## src/rtl/ram_stream_reader.sv

```systemverilog
// Streams a contiguous, wrap-around range of RAM words out as a valid/ready beat stream.
// A 2-entry skid buffer hides the 1-cycle RAM read latency and absorbs backpressure.
module ram_stream_reader #(
    parameter  int RAM_SIZE   = 64,
    parameter  int DATA_WIDTH = 8,
    localparam int ADDR_WIDTH = $clog2(RAM_SIZE),
    localparam int LEN_WIDTH  = ADDR_WIDTH + 1
) (
    input  logic                  clk,
    input  logic                  rst,
    input  logic                  start,
    input  logic [ADDR_WIDTH-1:0] base_addr,
    input  logic [LEN_WIDTH-1:0]  length,
    output logic                  busy,
    output logic                  done,
    output logic [ADDR_WIDTH-1:0] r_addr,
    input  logic [DATA_WIDTH-1:0] ram_data,
    output logic [DATA_WIDTH-1:0] m_data,
    output logic                  m_valid,
    input  logic                  m_ready,
    output logic                  m_last
);

    typedef enum logic [1:0] {IDLE, READ, DRAIN, FIN} state_t;

    state_t                state_q, state_d;
    logic [LEN_WIDTH-1:0]  len_q, len_d;
    logic [LEN_WIDTH-1:0]  issue_cnt_q, issue_cnt_d;
    logic [LEN_WIDTH-1:0]  push_cnt_q, push_cnt_d;
    logic [ADDR_WIDTH-1:0] r_addr_q, r_addr_d;
    logic                  inflight_q, inflight_d;
    logic [1:0]            count_q, count_d;
    logic                  rd_ptr_q, rd_ptr_d;
    logic                  wr_ptr_q, wr_ptr_d;
    logic [DATA_WIDTH-1:0] data_q [2];
    logic                  last_q [2];

    logic                  push, pop, issue_ok, issue, push_last;
    logic [2:0]            occ;
    logic [LEN_WIDTH-1:0]  len_sel;
    logic [ADDR_WIDTH-1:0] addr_inc;

    assign len_sel  = (length > LEN_WIDTH'(RAM_SIZE)) ? LEN_WIDTH'(RAM_SIZE) : length;
    assign addr_inc = (r_addr_q == ADDR_WIDTH'(RAM_SIZE - 1)) ? '0 : r_addr_q + ADDR_WIDTH'(1);

    // A word returns one cycle after its read is issued; it is pushed that cycle.
    assign push      = inflight_q;
    assign pop       = (count_q != 2'd0) && m_ready;
    assign occ       = {1'b0, count_q} + {2'b00, inflight_q} - {2'b00, pop};
    assign issue_ok  = (occ < 3'd2);
    assign issue     = (state_q == READ) && issue_ok;
    assign push_last = (push_cnt_q == len_q - LEN_WIDTH'(1));

    always_comb begin
        count_d    = count_q;
        rd_ptr_d   = rd_ptr_q ^ pop;
        wr_ptr_d   = wr_ptr_q ^ push;
        push_cnt_d = push ? push_cnt_q + LEN_WIDTH'(1) : push_cnt_q;
        inflight_d = issue;
        case ({push, pop})
            2'b10:   count_d = count_q + 2'd1;
            2'b01:   count_d = count_q - 2'd1;
            default: count_d = count_q;
        endcase
    end

    always_comb begin
        state_d     = state_q;
        len_d       = len_q;
        issue_cnt_d = issue_cnt_q;
        r_addr_d    = r_addr_q;
        case (state_q)
            IDLE: begin
                if (start) begin
                    len_d       = len_sel;
                    r_addr_d    = base_addr;
                    issue_cnt_d = '0;
                    state_d     = (len_sel == '0) ? FIN : READ;
                end
            end
            READ: begin
                if (issue) begin
                    r_addr_d    = addr_inc;
                    issue_cnt_d = issue_cnt_q + LEN_WIDTH'(1);
                    if (issue_cnt_q + LEN_WIDTH'(1) == len_q) state_d = DRAIN;
                end
            end
            DRAIN: begin
                // Leave as soon as the final beat is being accepted, so done follows it directly.
                if (!inflight_q && count_d == 2'd0) state_d = FIN;
            end
            FIN:     state_d = IDLE;
            default: state_d = IDLE;
        endcase
    end

    always_ff @(posedge clk) begin
        if (rst) begin
            state_q     <= IDLE;
            len_q       <= '0;
            issue_cnt_q <= '0;
            push_cnt_q  <= '0;
            r_addr_q    <= '0;
            inflight_q  <= 1'b0;
            count_q     <= 2'd0;
            rd_ptr_q    <= 1'b0;
            wr_ptr_q    <= 1'b0;
            for (int i = 0; i < 2; i++) begin
                data_q[i] <= '0;
                last_q[i] <= 1'b0;
            end
        end else begin
            state_q     <= state_d;
            len_q       <= len_d;
            issue_cnt_q <= issue_cnt_d;
            push_cnt_q  <= (state_q == IDLE) ? '0 : push_cnt_d;
            r_addr_q    <= r_addr_d;
            inflight_q  <= inflight_d;
            count_q     <= count_d;
            rd_ptr_q    <= rd_ptr_d;
            wr_ptr_q    <= wr_ptr_d;
            if (push) begin
                data_q[wr_ptr_q] <= ram_data;
                last_q[wr_ptr_q] <= push_last;
            end
        end
    end

    assign busy    = (state_q != IDLE);
    assign done    = (state_q == FIN);
    assign r_addr  = r_addr_q;
    assign m_valid = (count_q != 2'd0);
    assign m_data  = data_q[rd_ptr_q];
    assign m_last  = m_valid && last_q[rd_ptr_q];

endmodule

```

## config.mk

```make
export PLATFORM = sky130hd
export DESIGN_NAME = ram_stream_reader
export DESIGN_NICKNAME = d
export VERILOG_FILES = /design/src/rtl/ram_stream_reader.sv
export SDC_FILE = /design/constraint.sdc
export NUM_CORES = 1
export LEC_CHECK = 0
export CAP_MARGIN = 20
export CORE_MARGIN = 4
export CORE_UTILIZATION = 54
export DETAILED_ROUTE_END_ITERATION = 8
export PLACE_DENSITY = 0.8
export SLEW_MARGIN = 5
export SYNTH_ARGS = -nofsm -noshare
export SYNTH_HDL_FRONTEND = slang
export SYNTH_SLANG_ARGS = --single-unit
export TNS_END_PERCENT = 20
```

## constraint.sdc

```tcl
create_clock -name clk -period 2.9 [get_ports clk]
set_clock_uncertainty 0.2 [all_clocks]
set_input_delay 0.435 -clock clk [delete_from_list [all_inputs] [get_ports clk]]
set_output_delay 0.435 -clock clk [all_outputs]
set_load 0.02 [all_outputs]
```

# After elaboration in Yosys (flattened, before gate mapping)
# Memory sizes are Yosys's and may differ from the RTL's. A register that Yosys moved wholly into a read port is not among the register bits.
# Index checks and enable logic that the tools add are counted.
[classes]
addsub = 8
n_mul = 0
div = 0
order_cmp = 2
n_eq_ne = 12
shift = 0
n_mux = 28
bitwise = 2
n_reduce_logical = 17
[ops]
columns = ["cell", "n"]
rows = [
  ["$mux W7", 3],
  ["$mux W6", 3],
  ["$add A7 B1 Y7 const B", 2],
  ["$eq A7 B7 Y1", 2],
  ["$pmux W7 S2", 1],
  ["$mux W1", 12],
  ["$pmux W6 S2", 1],
  ["$mux W2", 5],
  ["$mux W8", 1],
  ["$pmux W2 S4", 1],
  ["$reduce_or A8 Y1", 1],
  ["$gt A7 B7 Y1 const B", 1],
  ["$logic_not A7 Y1", 1],
  ["$sub A7 B1 Y7 const B", 1],
  ["$add A6 B1 Y6 const B", 1],
  ["$eq A2 B2 Y1 const B", 3],
  ["$eq A6 B6 Y1 const B", 1],
  ["$ne A2 B2 Y1 const B", 3],
  ["$reduce_bool A2 Y1", 3],
  ["$eq A2 B1 Y1 const B", 2],
  ["$logic_and A1 B1 Y1", 4],
  ["$logic_not A2 Y1", 2],
  ["$pmux W2 S2", 1],
  ["$reduce_and A4 Y1", 1],
  ["12 further kinds", 13],
]
[totals]
reg_bits = 34
latchBits = 0
ramBits = 18
rom_bits = 0
out_inout_bits = 18
word_cells = 80
mem_count = 2
[memory_table]
columns = ["name", "depth", "width", "rd", "rd_clocked_by_memory_dff", "write_ports", "line", "text"]
rows = [
  ["data_q", 2, 8, 1, 1, 2, "35", "logic [DATA_WIDTH-1:0] data_q [2];"],
  ["last_q", 2, 1, 1, 1, 2, "36", "logic last_q [2];"],
]

# Depth between registers and ports, before layout
# Gate-level depths: netlist of run 1.
[depth]
ltp_word = 8
ltp_mapped = 11
ltp_nobuf = 10

# Worst setup path after synthesis of run 1
# OpenSTA, ideal clock, no wires.
[synth_timing]
path_type = "register to register"
from = "register count_q[1]"
to = "register state_q[1]"
setup_time_ns = 0.122
arrival_time_ns = 2.311
path_slack_ns = 0.267
stages_incl_launch_ff = 10
n_path_buf = 0
cell_sequence = "dfxtp_1 nand2_1 nor2_1 o21ai_0 fa_1 xnor2_2 nand3_1 nor4_2 a41oi_2 o311a_1"
[synth_between]
elab_chain_cells = 8
word_cells_on_any_way = 16
[synth_rtl]
columns = ["element", "line", "text"]
rows = [
  ["from (decl)", "32", "logic [1:0] count_q, count_d;"],
  ["from (signal assigned)", "119", "count_q <= count_d;"],
  ["parallel branches: the longest is 7 deep, another holds $add A2 B1 Y3", "n/a", ""],
  ["$reduce_and A4 Y1 (no source line) *", "n/a", ""],
  ["to (signal assigned)", "113", "state_q <= state_d;"],
  ["to (decl)", "26", "state_t state_q, state_d;"],
]
# Mark *: on every way between the ends.
# A chain may end at the register's enable or synchronous reset.

# Worst setup path in the final report of run 1
[layout_timing]
from = "input port m_ready"
to = "register state_q[1]"
[layout_between]
elab_chain_cells = 7
word_cells_on_any_way = 12
[layout_rtl]
columns = ["element", "line", "text"]
rows = [
  ["from (decl)", "20", "input logic m_ready,"],
  ["$logic_and A1 B1 Y1 *", "48", "assign pop = (count_q != 2'd0) && m_ready;"],
  ["parallel branches: the longest is 5 deep, another holds $sub A3 B1 Y3", "n/a", ""],
  ["$reduce_and A4 Y1 (no source line) *", "n/a", ""],
]
# Marks and branches as above.

==> results of run 1 <==
sequential cells by signal (all words and copies together), names as in the netlist:
register     count
count_q          2
state_q          2
r_addr           6
inflight_q       1
len_q            7
data_q          16
last_q           2
push_cnt_q       7
rd_ptr_q         1
issue_cnt_q      7
wr_ptr_q         1
metrics by stage:
step	std cells	setup slack, ns	cell area [µm²]	hold slack [ns]
floorplan	313	0.267	2910	0.253
global placement	423	-0.137	3440	0.264
detailed placement	423	-0.204	3440	0.273
CTS	431	0.107	3540	0.289
global route	431	0.0688	3540	0.341
finish	431	0.240	3540	0.289
cells in the mapped netlist (2+ instances only):
cell type / number
nand2_1: 20
nand3_1: 9
o21ai_1: 2
nor3_2: 2
dfxtp_1: 34
or3_1: 4
nor2_1: 39
edfxtp_1: 18
nor4_1: 2
nand2b_1: 4
buf_1: 2
nor3_1: 5
a21o_1: 2
and2_1: 17
nor3b_1: 7
buf_2: 4
a22oi_1: 4
clkbuf_1: 6
xnor2_1: 14
xor2_1: 8
inv_1: 15
a211oi_1: 3
o31ai_1: 2
nand4_1: 4
and3_1: 2
o21ai_0: 12
o311a_1: 2
mux2i_1: 4
nor2b_1: 4
ha_1: 10
a21oi_1: 25
mux2_2: 8
cell type report:
type	instances	area [µm²]
clock buffers	5	68.8
fillers	425	1630
multi-input cells	234	1580
repair buffers	52	495
well taps	70	87.6
clock inverters	3	25.0
flip-flops and latches	52	1220
inverters	15	56.3
layer usage:
metal | routed length (µm) | global-route usage [%] | vias up
li1 | - | - | 1208
met1 | 2870 | 26.3 | 1105
met2 | 3060 | 34.3 | 47
met3 | 270 | 3.84 | 8
met4 | 72 | 5.41 | 0
met5 | 0 | 0 | -
worst min path at each step:
stage	endpoint	slack (ns)	depth (start not counted)
final	wr_ptr_q	0.29	2
after global routing	wr_ptr_q	0.34	2
after CTS	wr_ptr_q	0.29	2
after detailed placement	wr_ptr_q	0.27	2
after global placement	wr_ptr_q	0.26	2
after floorplan	wr_ptr_q	0.25	2
power by group:
part / switching, µW / leakage (µW) / total, µW / internal (µW)
Sequential: 125 / 0.000464 / 1000 / 879
Combinational: 689 / 0.000809 / 1280 / 589
Clock: 265 / 0.0000452 / 442 / 177
critical path: stages:
cell             delay [ns]
clkdlybuf4s50_1        0.48
nand2_1                0.05
nor2_1                 0.12
o21ai_0                0.13
fa_1                   0.42
xnor2_2                0.19
nand3_1                0.11
nor4_2                 0.18
a41oi_2                0.20
o311a_1                0.36
logic make-up after synthesis:
family | count (synthesis) | synth area share [%]
and+or+nand+nor | 125 | 23.1
AOI/OAI and AO/OA | 63 | 14.7
DFF | 52 | 41.9
buffers and inverters | 27 | 3.65
xor gates and xnor gates | 23 | 7.18
muxes | 12 | 4.47
adders and majority gates | 11 | 4.98
==> summary.md, run 1 <==
| Metric | Value |
|---|---|
| DRT Pass-1 Iters | 4 |
| Initial antenna violation count | 0 |
| Crit Path Max Fanout | 4 |
| Port Buf Inserts | 42 |
| Hold Crit Start | wr_ptr_q |
| RR Endpoint | state_q[1] |
| Fraction of the yosys area taken by sequential cells | between 40% and 50% |
| Core box area | between 5000 and 6000 µm² |
| Post-CTS sizing | 0 |
| Max Cap Violations | 0 |
| Crit path kind | in2reg |
| Seq cells post-synth | between 50 and 60 |
| Cell variety after synth | 51 |
| Worst slew margin | between 60% and 70% |
| Tot GR Track Use | between 20% and 30% |
| VDD IR-drop max | a little under 0.7 mV |
| Startpoint Class | input pin |
| Clock sink count | 52 |
| H-Tree Depth | 2 |
| CP endpoint kind | flop |
| Fmax | about 0.38 GHz |
| Drt wl/cell | around 15 µm |
| Final Hold Viols | 0 |
| First-pass GRT wire length | 10,400 µm |
| Row count | 26 |
| Synth top area share | a little under a quarter |
| Setup TNS | 0 ns |
| Num CTS Buffers | 5 |
| Commonest non-fill, non-tap cell in the layout | clkdlybuf4s50_1 |
| Critical path required time | 2.91 ns |
| Async SR Flop Fraction | 0% |
| Detail Placement HPWL | 4780 µm |
| Mapped Cells | roughly 310 |
| Clock Path Buffers | 2 |
| LEAKAGE | ~0.0013 µW |
| DR iter-0 viols | 69 |
| Net Count, Synth | 349 |
| GRT overflow | 0 |
| Vias per cell | 5.49 |
| Commonest cells after routing, fill and taps aside | clkdlybuf4s50_1 (42), nor2_1 (39), dfxtp_1 (34), a21oi_1 (25), nand2_1 (20) |
| Top cells by area, synth | dfxtp_1 (23%), edfxtp_1 (19%), nor2_1 (5.0%) |
| Largest net degree at the start of global routing | 21 |
| Die width | a little over 80 µm |
| Status | finished, final reports clean |
| Worst Setup SP | m_ready |
| Fraction of layout cells with a size suffix above 1 | between 10% and 20% |
| Number of remaining DRC errors | 0 |
| Root Buffer | clkbuf_8 |
| Total chip power | 2720 µW |
| Starting density of the core | 56.3% |
| Top FF cell, synth | dfxtp_1 |
| RD Place Congestion | 0.839 |
| Hold crit path type | reg2reg |
| CTS tree | done |
| Synthesis warning total | 0 |
| Reg2reg start | count_q[1] |
| Setup bufs post-CTS | 0 |
| Via Count | 2,368 |
| Worst-Skew Late Latency | between 0.3 and 0.4 ns |
| I/O pin count | 43 |
| Path depth of the worst reg2reg path | 10 |
| Layout Area Growth over Synthesis | 21.5% |
| WL final | roughly 6300 µm |
| Nets | just under 400 |
| R2R Setup Slk | 0.31 ns |
| RSZ-0062 raised after global routing | no |
| Power Dens Cells | 770 nW/µm² |
| Actual slew at the worst max-slew pin | between 0.4 and 0.5 ns |
| Worst-path clk slew | 0.10 ns |
| Post-Synthesis Cell Area | between 2000 and 3000 µm² |
| Die ar. | roughly 6600 µm² |
| Max-slew violation count | 0 |
| Largest area contributor in the netlist | dfxtp_1 |
| Core Util, Final | between 60% and 70% |
| DRT antenna net count | 0 |
| Setup-failing EPs final | 0 |
| Final period util | approximately nine tenths |
| CTS Hold Bufs | 0 |
| Avg Synthesized Cell Area | slightly above 9 µm² |
| Worst Setup EP | state_q[1] |
| Die H | 81.4 µm |
| Number of global-route vias before repair | 2,275 |
| Post-layout min period | about 2.7 ns |
| ANT cells | 0 |
| EDFF count, synth | 18 |
| Critical path data arrival time | 2.67 ns |
(Power assumes the default switching activity.)
==> run 2: changes to the inputs <==
--- a/config.mk
+++ b/config.mk
@@ -7,9 +7,9 @@
 export LEC_CHECK = 0
 export CAP_MARGIN = 20
 export CORE_MARGIN = 4
-export CORE_UTILIZATION = 54
+export CORE_UTILIZATION = 49
 export DETAILED_ROUTE_END_ITERATION = 8
-export PLACE_DENSITY = 0.8
+export PLACE_DENSITY = 0.76
 export SLEW_MARGIN = 5
 export SYNTH_ARGS = -nofsm -noshare
 export SYNTH_HDL_FRONTEND = slang
==> constraint.sdc (replaced) <==
create_clock -name clk -period 2.2 [get_ports clk]
set_clock_uncertainty 0.2 [all_clocks]
set_input_delay 0.33 -clock clk [delete_from_list [all_inputs] [get_ports clk]]
set_output_delay 0.33 -clock clk [all_outputs]
set_load 0.02 [all_outputs]
==> run 2 against run 1 <==
The run now ends with negative setup slack left. First-iteration DRC count increased by 65%. Critical endpoint unchanged. Routed wire length increased by 5.5%. Largest cell class unchanged. Clock-buffer cell count unchanged. Largest power group unchanged. Utilization about the same.
==> summary.md, run 2 (synthesis gave the netlist of run 1 again) <==
| Metric | Value |
|---|---|
| Status | finished with violations |
| Failing checks | negative setup slack |
| Path depth of the worst reg2reg path | 8 (-2) |
| H-Tree Depth | 2 (unchanged) |
| RR Endpoint | state_q[1] |
| Multi-input logic area | 1710 µm² (+7.9%) |
| Power Dens Cells | 1050 nW/µm² (+36%) |
| Commonest cells after routing, fill and taps aside | nor2_1 (37), dfxtp_1 (32), buf_4 (31), clkdlybuf4s50_1 (30), a21oi_1 (24) |
| Final Hold Viols | 0 (unchanged) |
| Die width | 85.1 µm (+4.5%) |
| Hold crit path type | reg2reg |
| I/O pin count | 43 (unchanged) |
| Crit Path Max Fanout | 4 (unchanged) |
| Startpoint Class | input pin |
| Setup TNS | -0.723 ns (-0.723 ns) |
| Hold Slack | 0.296 ns (+0.00651 ns) |
| Finished Cell Area | 3860 µm² (+9.1%) |
| GRT overflow | 0 (unchanged) |
| Total chip power | 4050 µW (+49%) |
| Max Cap Violations | 0 (unchanged) |
| Worst slew margin | 67.9% (+0.90 points) |
| Clock Path Buffers | 2 (unchanged) |
| DR iter-0 viols | 114 (+65%) |
| Placement Cell Area | 3600 µm² (+4.6%) |
| Worst-path clk slew | 0.10 ns (about the same) |
| Cells after DPL | 442 (+4.5%) |
| Clock sink count | 52 (unchanged) |
| Fmax | between 0.4 and 0.5 GHz |
| Nets | 419 (+5.8%) |
| Max FFs per register | 16 (unchanged) |
| Layout Area Growth over Synthesis | 32.5% |
| WL final | 6620 µm (+5.5%) |
| Row count | 27 (+3.8%) |
| Core box area | 5640 µm² (+9.1%) |
| VDD IR-drop max | 0.787 mV (+14%) |
| Hold path cells | 2 (unchanged) |
| LEAKAGE | 0.00154 µW (+17%) |
| Critical path data arrival time | 2.32 ns (-0.35 ns) |
| Worst-Skew Late Latency | 0.31 ns (about the same) |
| Final period util | 105% |
| Register area | 1230 µm² (+0.61%) |
| Drt wl/cell | 14.5 µm (-0.27%) |
| Initial antenna violation count | 0 (unchanged) |
| Hold Path Sink | wr_ptr_q |
| First-pass GRT wire length | 10,800 µm (+4.3%) |
| Crit path kind | in2reg |
| Vias per cell | 5.42 (-1.4%) |
| Post-layout min period | between 2 and 2.5 ns |
| Reg2reg start | count_q[1] |
| ANT cells | 0 (unchanged) |
| Number of global-route vias before repair | 2,365 (+4.0%) |
| Tot GR Track Use | 18.4% (-1.8 points) |
| DRT Pass-1 Iters | 4 (unchanged) |
| Hold Crit Start | wr_ptr_q |
| Root Buffer | clkbuf_8 |
| Largest net degree at the start of global routing | 23 (+9.5%) |
| Final non-filler cell total | 456 (+5.8%) |
| Fraction of layout cells with a size suffix above 1 | 21.9% (+11 points) |
| FILL cells | 424 (-0.24%) |
| Setup WS post-layout | -0.105 ns (-0.345 ns) |
| Max-slew violation count | 0 (unchanged) |
| Port Buf Inserts | 42 (unchanged) |
| Largest reg by FF count | data_q |
| DRT antenna net count | 0 (unchanged) |
| CTS tree | done |
| R2R Setup Slk | -0.10 ns (-0.41 ns) |
| Commonest non-fill, non-tap cell in the layout | nor2_1 |
| Starting density of the core | 51.6% (-4.7 points) |
| Via Count | 2,471 (+4.3%) |
| Critical path required time | 2.21 ns (-0.70 ns) |
| Die ar. | 7240 µm² (+9.2%) |
| Detail Placement HPWL | 4770 µm (-0.15%) |
| Setup-failing EPs final | 13 (+13) |
| Num CTS Buffers | 5 (unchanged) |
| Number of remaining DRC errors | 0 (unchanged) |
| RSZ-0062 raised after global routing | yes |
| RD Place Congestion | 0.819 (-2.5%) |
| CTS Hold Bufs | 0 (unchanged) |
| Die H | 85.1 µm (+4.5%) |
| CP endpoint kind | flop |
| Actual slew at the worst max-slew pin | 0.480 ns (-0.0135 ns) |
[run 2: cell count changes in the layout (fill, tap and decap cells not counted), moves of 3 or more]
| cell | previous run | this run |
|---|---|---|
| buf_6 | 0 | 3 |
| o21ai_2 | 0 | 4 |
| o21ai_0 | 12 | 6 |
| clkdlybuf4s50_1 | 42 | 30 |
| nor2b_1 | 4 | 1 |
| dlymetal6s2s_1 | 0 | 4 |
| dlygate4sd2_1 | 0 | 7 |
| buf_4 | 10 | 31 |
[run 2: worst max path at each step]
stage	from	slack, ns	to	cells past startpoint
detailed placement	m_ready	-0.61	state_q[1]	10
global route	count_q[1]	-0.25	state_q[1]	8
finish	m_ready	-0.10	state_q[1]	9
global placement	m_ready	-0.52	state_q[1]	10
CTS	count_q[1]	-0.21	state_q[1]	9
floorplan	count_q[1]	-0.04	state_q[1]	9
[run 2: routing by layer]
metal,up-vias,part of all wire (%),GRT usage [%]
met1,1177,48,24.7
met2,42,48,29.9
li1,1243,-,-
met3,9,3.5,4.17
met4,0,1.1,4.46
met5,-,0,0
[run 2: critical path: stages]
cell	delay (ns)
dlygate4sd2_1	0.34
nand2_4	0.08
nor2_4	0.11
o21ai_2	0.08
fa_2	0.58
nand3_1	0.09
nor4_2	0.17
a41oi_2	0.19
o311a_1	0.36
[run 2: power by group]
part / internal [µW] / switching [µW] / leakage, µW
registers: 1170 / 146 / 0.000465
logic: 1050 / 1100 / 0.00103
clock network: 234 / 349 / 0.0000463
total: 2450 / 1600 / 0.00154
[run 2: metrics by stage]
stage | utilization (%) | setup slack [ns]
2_1_floorplan | - | -0.0371
3_3_place_gp | 63.9 | -0.522
3_5_place_dp | 63.9 | -0.613
4_1_cts | 66.4 | -0.207
5_1_grt | 68.4 | -0.248
6_report | 68.4 | -0.105
[run 2: what timing repair did]
item / in CTS / in global routing
pin swaps: 14 / 10
setup buffers: 1 / 4
setup endpoints to repair: 21 / 19
resized for setup: 22 / 17
cloned: 1 / 0
[run 2: final cells by class]
class	count	share of cell area (%)
Multi-Input combinational cell	234	44.3
Sequential cell	52	31.8
Timing Repair Buffer	75	17.6
Tap cell	72	2.33
Clock buffer	5	1.78
Inverter	15	1.46
Clock inverter	3	0.713
==> RTL change 1 (config.mk and constraints of run 2) <==
Make the reset (`rst`) asynchronous in one clocked block.
--- a/src/rtl/ram_stream_reader.sv
+++ b/src/rtl/ram_stream_reader.sv
@@ -94,7 +94,7 @@
         endcase
     end
 
-    always_ff @(posedge clk) begin
+    always_ff @(posedge clk or posedge rst) begin
         if (rst) begin
             state_q     <= IDLE;
             len_q       <= '0;
Function: differs if rst is asserted again (counterexample within 4 cycles, from zero or initial values and one cycle with rst high); with rst held inactive, the same outputs for 10 cycles.
==> RTL change 1 against run 2 <==
The flow still finishes with violations (setup timing); wire length fell by 12%; setup slack worse by 0.14 ns; total power is 28% higher; cell area is 3.9% lower; area after synthesis increased by 0.43%; sequential cell count is the same; critical path depth decreased by 1; maximum frequency shrank 5.6%.
==> RTL change 1: results (changes against run 2) <==
crit-path leading delay family=compound AO/OA/AOI/OAI gates; CTS clock-pin slew for the worst setup and hold paths=0.10 ns (about the same); WP data arrival=2.44 ns (+0.12 ns); Post-Place Setup Slack=-0.7323 ns (-0.1191 ns); Compound-Gate Fraction of Synth Area=0.1164 (-0.03015); DP Wirelength=4305 um (-9.7%); multi-input combinational cell count=207 (-12%); VDD IR max=0.8889 mV (+13%); Filler Cells Inserted=453 (+6.8%); vias=2,240 (-9.3%); average wire per standard cell=13.94 um (-4.0%); buffer share of cell area=0.1593 (-0.01645); Clock-cell share=0.02396 (-0.001005); max incr delay on CP=0.38 ns (-0.20 ns); max_cap viols=0 (unchanged); Overall Global Routing Usage=0.1720 (-0.01181); Unique masters post-synth=40 (-22%); Synth Area in XOR/XNOR=0.07788 (+0.006111); crit path max-delay cell type=dfrtp_1; H-tree depth=2 (unchanged); Post-Syn Nets=323 (-7.4%); syn avg cell area=10.19 um^2 (+9.5%); share of post-route cells with drive strength above 1=0.2341 (+0.01535); routability cong.=0.8224 (+0.48%); Nets=381 (-9.1%); synth cell count leaders=52 x dfrtp_1, 27 x mux2_2, 24 x o21ai_0; clk root buf=clkbuf_8; PwrDens=1396 nW/um^2 (+33%); first-pass GRT wire length=10,230 um (-5.5%); Biggest register=data_q; Multi-input gate area=1574 um^2 (-7.9%); DR vias/cell=5.359 (-1.1%); failing checks=setup timing; Placed Cells=408 (-7.7%); top cells by area in the synthesized netlist=dfrtp_1 45%, mux2_2 10%, xnor2_1 4.5%; post-route setup slack=-0.2423 ns (-0.1374 ns); Buffers, non-clock=63 (-16%); Setup-failing EPs final=15 (+2); Non-clk invs=16 (+1); largest net degree at the start of global routing=53 (+130%); hold crit path type=in2async; adder-cell share of the synthesized area=0.04964 (-0.0002133); FFs w/ async S/R, synth=1.000 (+1.000); Seq/Total Area, Yosys=0.4450 (+0.02559); Post-DP Area=3547 um^2 (-1.6%); register area=1304 um^2 (+6.1%); status=finished, violations left; relative slew slack=0.7041 (+0.02546); # port buffers=42 (unchanged); Worst Path Max Fanout=3 (-1); Hold WS=0.1775 ns (-0.1180 ns); total negative slack=-1.963 ns (-1.240 ns); leakage=1.630 nW (+5.9%); clk_buf instances=6 (+1); mux cell area share after synthesis=0.1228 (+0.07811); initial DRC count=68 (-40%)
==> RTL change 1: cell count changes after synthesis, moves of 17 or more <==
cell,delta
dfrtp_1,+52
dfxtp_1,-34
mux2_2,+19
nor2_1,-19
edfxtp_1,-18
and2_1,-17
==> RTL change 1: kinds of logic (layout without fill, tap and decap cells) <==
| family | after synthesis | after routing |
|---|---|---|
| muxes | 32 | 32 |
| and+or+nand+nor | 84 | 84 |
| xor gates and xnor gates | 26 | 26 |
| adders and majority gates | 11 | 11 |
| buffers and inverters | 28 | 87 |
| DFF | 52 | 52 |
| AOI/OAI and AO/OA | 54 | 54 |
==> RTL change 1: worst paths after layout <==
kind | start | endpoint | depth (start not counted)
hold / removal | rst | r_addr[3] | 3
max in group asynchronous | rst | count_q[1] | 3
min in group clk | m_ready | count_q[1] | 3
setup / recovery | count_q[0] | state_q[1] | 8
hold reg to reg | data_q[10] | data_q[10] | 1
setup reg to reg | count_q[0] | state_q[1] | 8
==> RTL change 1: report_power, final <==
part           switching, mW  internal [mW]
clock network          0.309          0.227
logic                   1.45           1.51
registers              0.353           1.33
total                   2.11           3.06
==> RTL change 1: repair_timing <==
item                       CTS  global route
resized for setup           30             8
pin swaps                   12             2
setup endpoints to repair   25            16
setup buffers                2             0
==> RTL change 1: per-layer routing <==
| metal | global-route usage | wire (um) | vias to the layer above |
|---|---|---|---|
| li1 | - | - | 1114 |
| met4 | 0.03885 | 50 | 0 |
| met2 | 0.2980 | 2857 | 41 |
| met5 | 0 | 0 | - |
| met3 | 0.03786 | 247 | 5 |
| met1 | 0.2190 | 2672 | 1080 |
==> RTL change 1: worst min-delay path: cells and delay by family <==
| family | cells | cell delay [ns] |
|---|---|---|
| buf+inv | 3 | 0.74 |
==> RTL change 2 (config.mk and constraints of run 2) <==
Made on the original files. Change the parameter `RAM_SIZE` from 64 to 32.
--- a/src/rtl/ram_stream_reader.sv
+++ b/src/rtl/ram_stream_reader.sv
@@ -1,7 +1,7 @@
 // Streams a contiguous, wrap-around range of RAM words out as a valid/ready beat stream.
 // A 2-entry skid buffer hides the 1-cycle RAM read latency and absorbs backpressure.
 module ram_stream_reader #(
-    parameter  int RAM_SIZE   = 64,
+    parameter  int RAM_SIZE   = 32,
     parameter  int DATA_WIDTH = 8,
     localparam int ADDR_WIDTH = $clog2(RAM_SIZE),
     localparam int LEN_WIDTH  = ADDR_WIDTH + 1
Ports: changed (resized base_addr, length and r_addr); port bits go from 43 to 40. No check against the original RTL was run, so the function may have changed too.
==> RTL change 2 against run 2 <==
Cell count is 11% lower; highest routed layer unchanged; setup slack got worse by 0.041 ns; area after synthesis is 6.3% lower; first-iteration DRC count down 58%; synthesized cell count decreased by 11%; critical path type is now reg2reg; clock power grew 12%; sequential cell count decreased by 4; cell area decreased by 8.6%; the flow still finishes with violations (setup timing); global-route usage increased by 0.68 points; wire length fell by 13%; maximum frequency fell by 1.7%; total power fell by 13%; hold slack better by 0.0094 ns.
==> RTL change 2: results (changes against run 2) <==
Sw Pwr=1.327 mW (-17%); failing checks=setup timing; total negative slack=-1.305 ns (-0.5824 ns); Filler Cells Inserted=419 (-1.2%); met3 routed WL=229 um (-0.43%); WL met1=2618 um (-17%); Non-clk invs=11 (-4); post-route setup slack=-0.1457 ns (-0.04080 ns); synth cell count leaders=33 x nor2_1, 30 x dfxtp_1, 19 x and2_1; mux cell area share after synthesis=0.04768 (+0.002992); VDD IR max=0.4585 mV (-42%); multi-input combinational cell count=206 (-12%); worst-margin pin slew=0.5171 ns (+0.03684 ns); adder-cell share of the synthesized area=0.05777 (+0.007922); FF-to-FF setup slack=-0.15 ns (-0.04 ns); initial DRC count=48 (-58%); Clock Sinks=48 (-7.7%); Sw Share=0.3752 (-0.01893); PwrDens=1002 nW/um^2 (-4.4%); buffer share of cell area=0.1663 (-0.009433); leakage=1.428 nW (-7.2%); Nets=371 (-11%); met3 usage=0.04230 (+0.0005518); Placed Cells=396 (-10%); sequential logic power=1.17 mW (-11%); largest net degree at the start of global routing=17 (-26%); status=finished, violations left; Synth Area in XOR/XNOR=0.08391 (+0.01214); fraction of area in multi-input gates=0.4394 (-0.003568); register area=1146 um^2 (-6.7%); Compound-Gate Fraction of Synth Area=0.1252 (-0.02137); Seq/Total Area, Yosys=0.4182 (-0.001267); Cell Count, Final, Fillers Out=407 (-11%); # port buffers=39 (-7.1%); vias=2,100 (-15%); Post-DP Area=3346 um^2 (-7.2%); Synth Instances=279 (-11%); length of routed met2 wiring=2816 um (-11%); top cells by area in the synthesized netlist=dfxtp_1 22%, edfxtp_1 20%, ha_1 5.0%; Setup-failing EPs final=13 (unchanged); Post-Place Setup Slack=-0.6930 ns (-0.07982 ns); Yosys reg bits=48 (-7.7%); share of post-route cells with drive strength above 1=0.2107 (-0.008068); Worst Setup SP=count_q[0]; first-pass GRT wire length=9777 um (-9.7%); Unique masters post-synth=54 (+5.9%); average wire per standard cell=14.08 um (-3.0%); routability cong.=0.8068 (-1.4%); WP data arrival=2.39 ns (+0.07 ns)
RTL change 2: cell count changes in the layout (fill, tap and decap cells not counted), moves of 4 or more:
cell            run 2  this run
nand2_1            19         9
a21oi_1            24        15
buf_4              31        23
nor2_1             37        31
dfxtp_1            32        28
inv_1              14        10
nand3_1             8         4
RTL change 2: worst min-delay path by stage:
stage | start | cells after the start | slack, ns | end
final | wr_ptr_q | 2 | 0.30 | wr_ptr_q
after global routing | wr_ptr_q | 2 | 0.33 | wr_ptr_q
after CTS | wr_ptr_q | 2 | 0.31 | wr_ptr_q
after detailed placement | wr_ptr_q | 2 | 0.29 | wr_ptr_q
after global placement | wr_ptr_q | 2 | 0.27 | wr_ptr_q
after floorplan | wr_ptr_q | 2 | 0.25 | wr_ptr_q
RTL change 2: critical path, stage by stage (launching register included):
cell,delay [ns]
dfxtp_2,0.35
buf_6,0.12
nor2_4,0.10
o21ai_2,0.07
fa_2,0.41
xnor2_4,0.26
nand2_4,0.12
o41ai_4,0.26
buf_4,0.17
nand3_2,0.08
a21boi_1,0.15
RTL change 2: timing repair:
item | CTS | global route
setup buffers | 1 | 1
endpoints found under the setup margin | 19 | 17
gates resized for setup | 14 | 8
pin swaps | 13 | 1
hold endpoints to repair | 0 | 0
gates cloned | 1 | 0
RTL change 2: cell families (layout without fill, tap and decap cells):
| kind of cell | count (synthesis) | in the layout |
|---|---|---|
| adders and majority gates | 12 | 12 |
| xor gates and xnor gates | 24 | 24 |
| AOI/OAI and AO/OA | 49 | 50 |
| buffers and inverters | 26 | 83 |
| DFF | 48 | 48 |
| and+or+nand+nor | 108 | 108 |
| muxes | 12 | 12 |
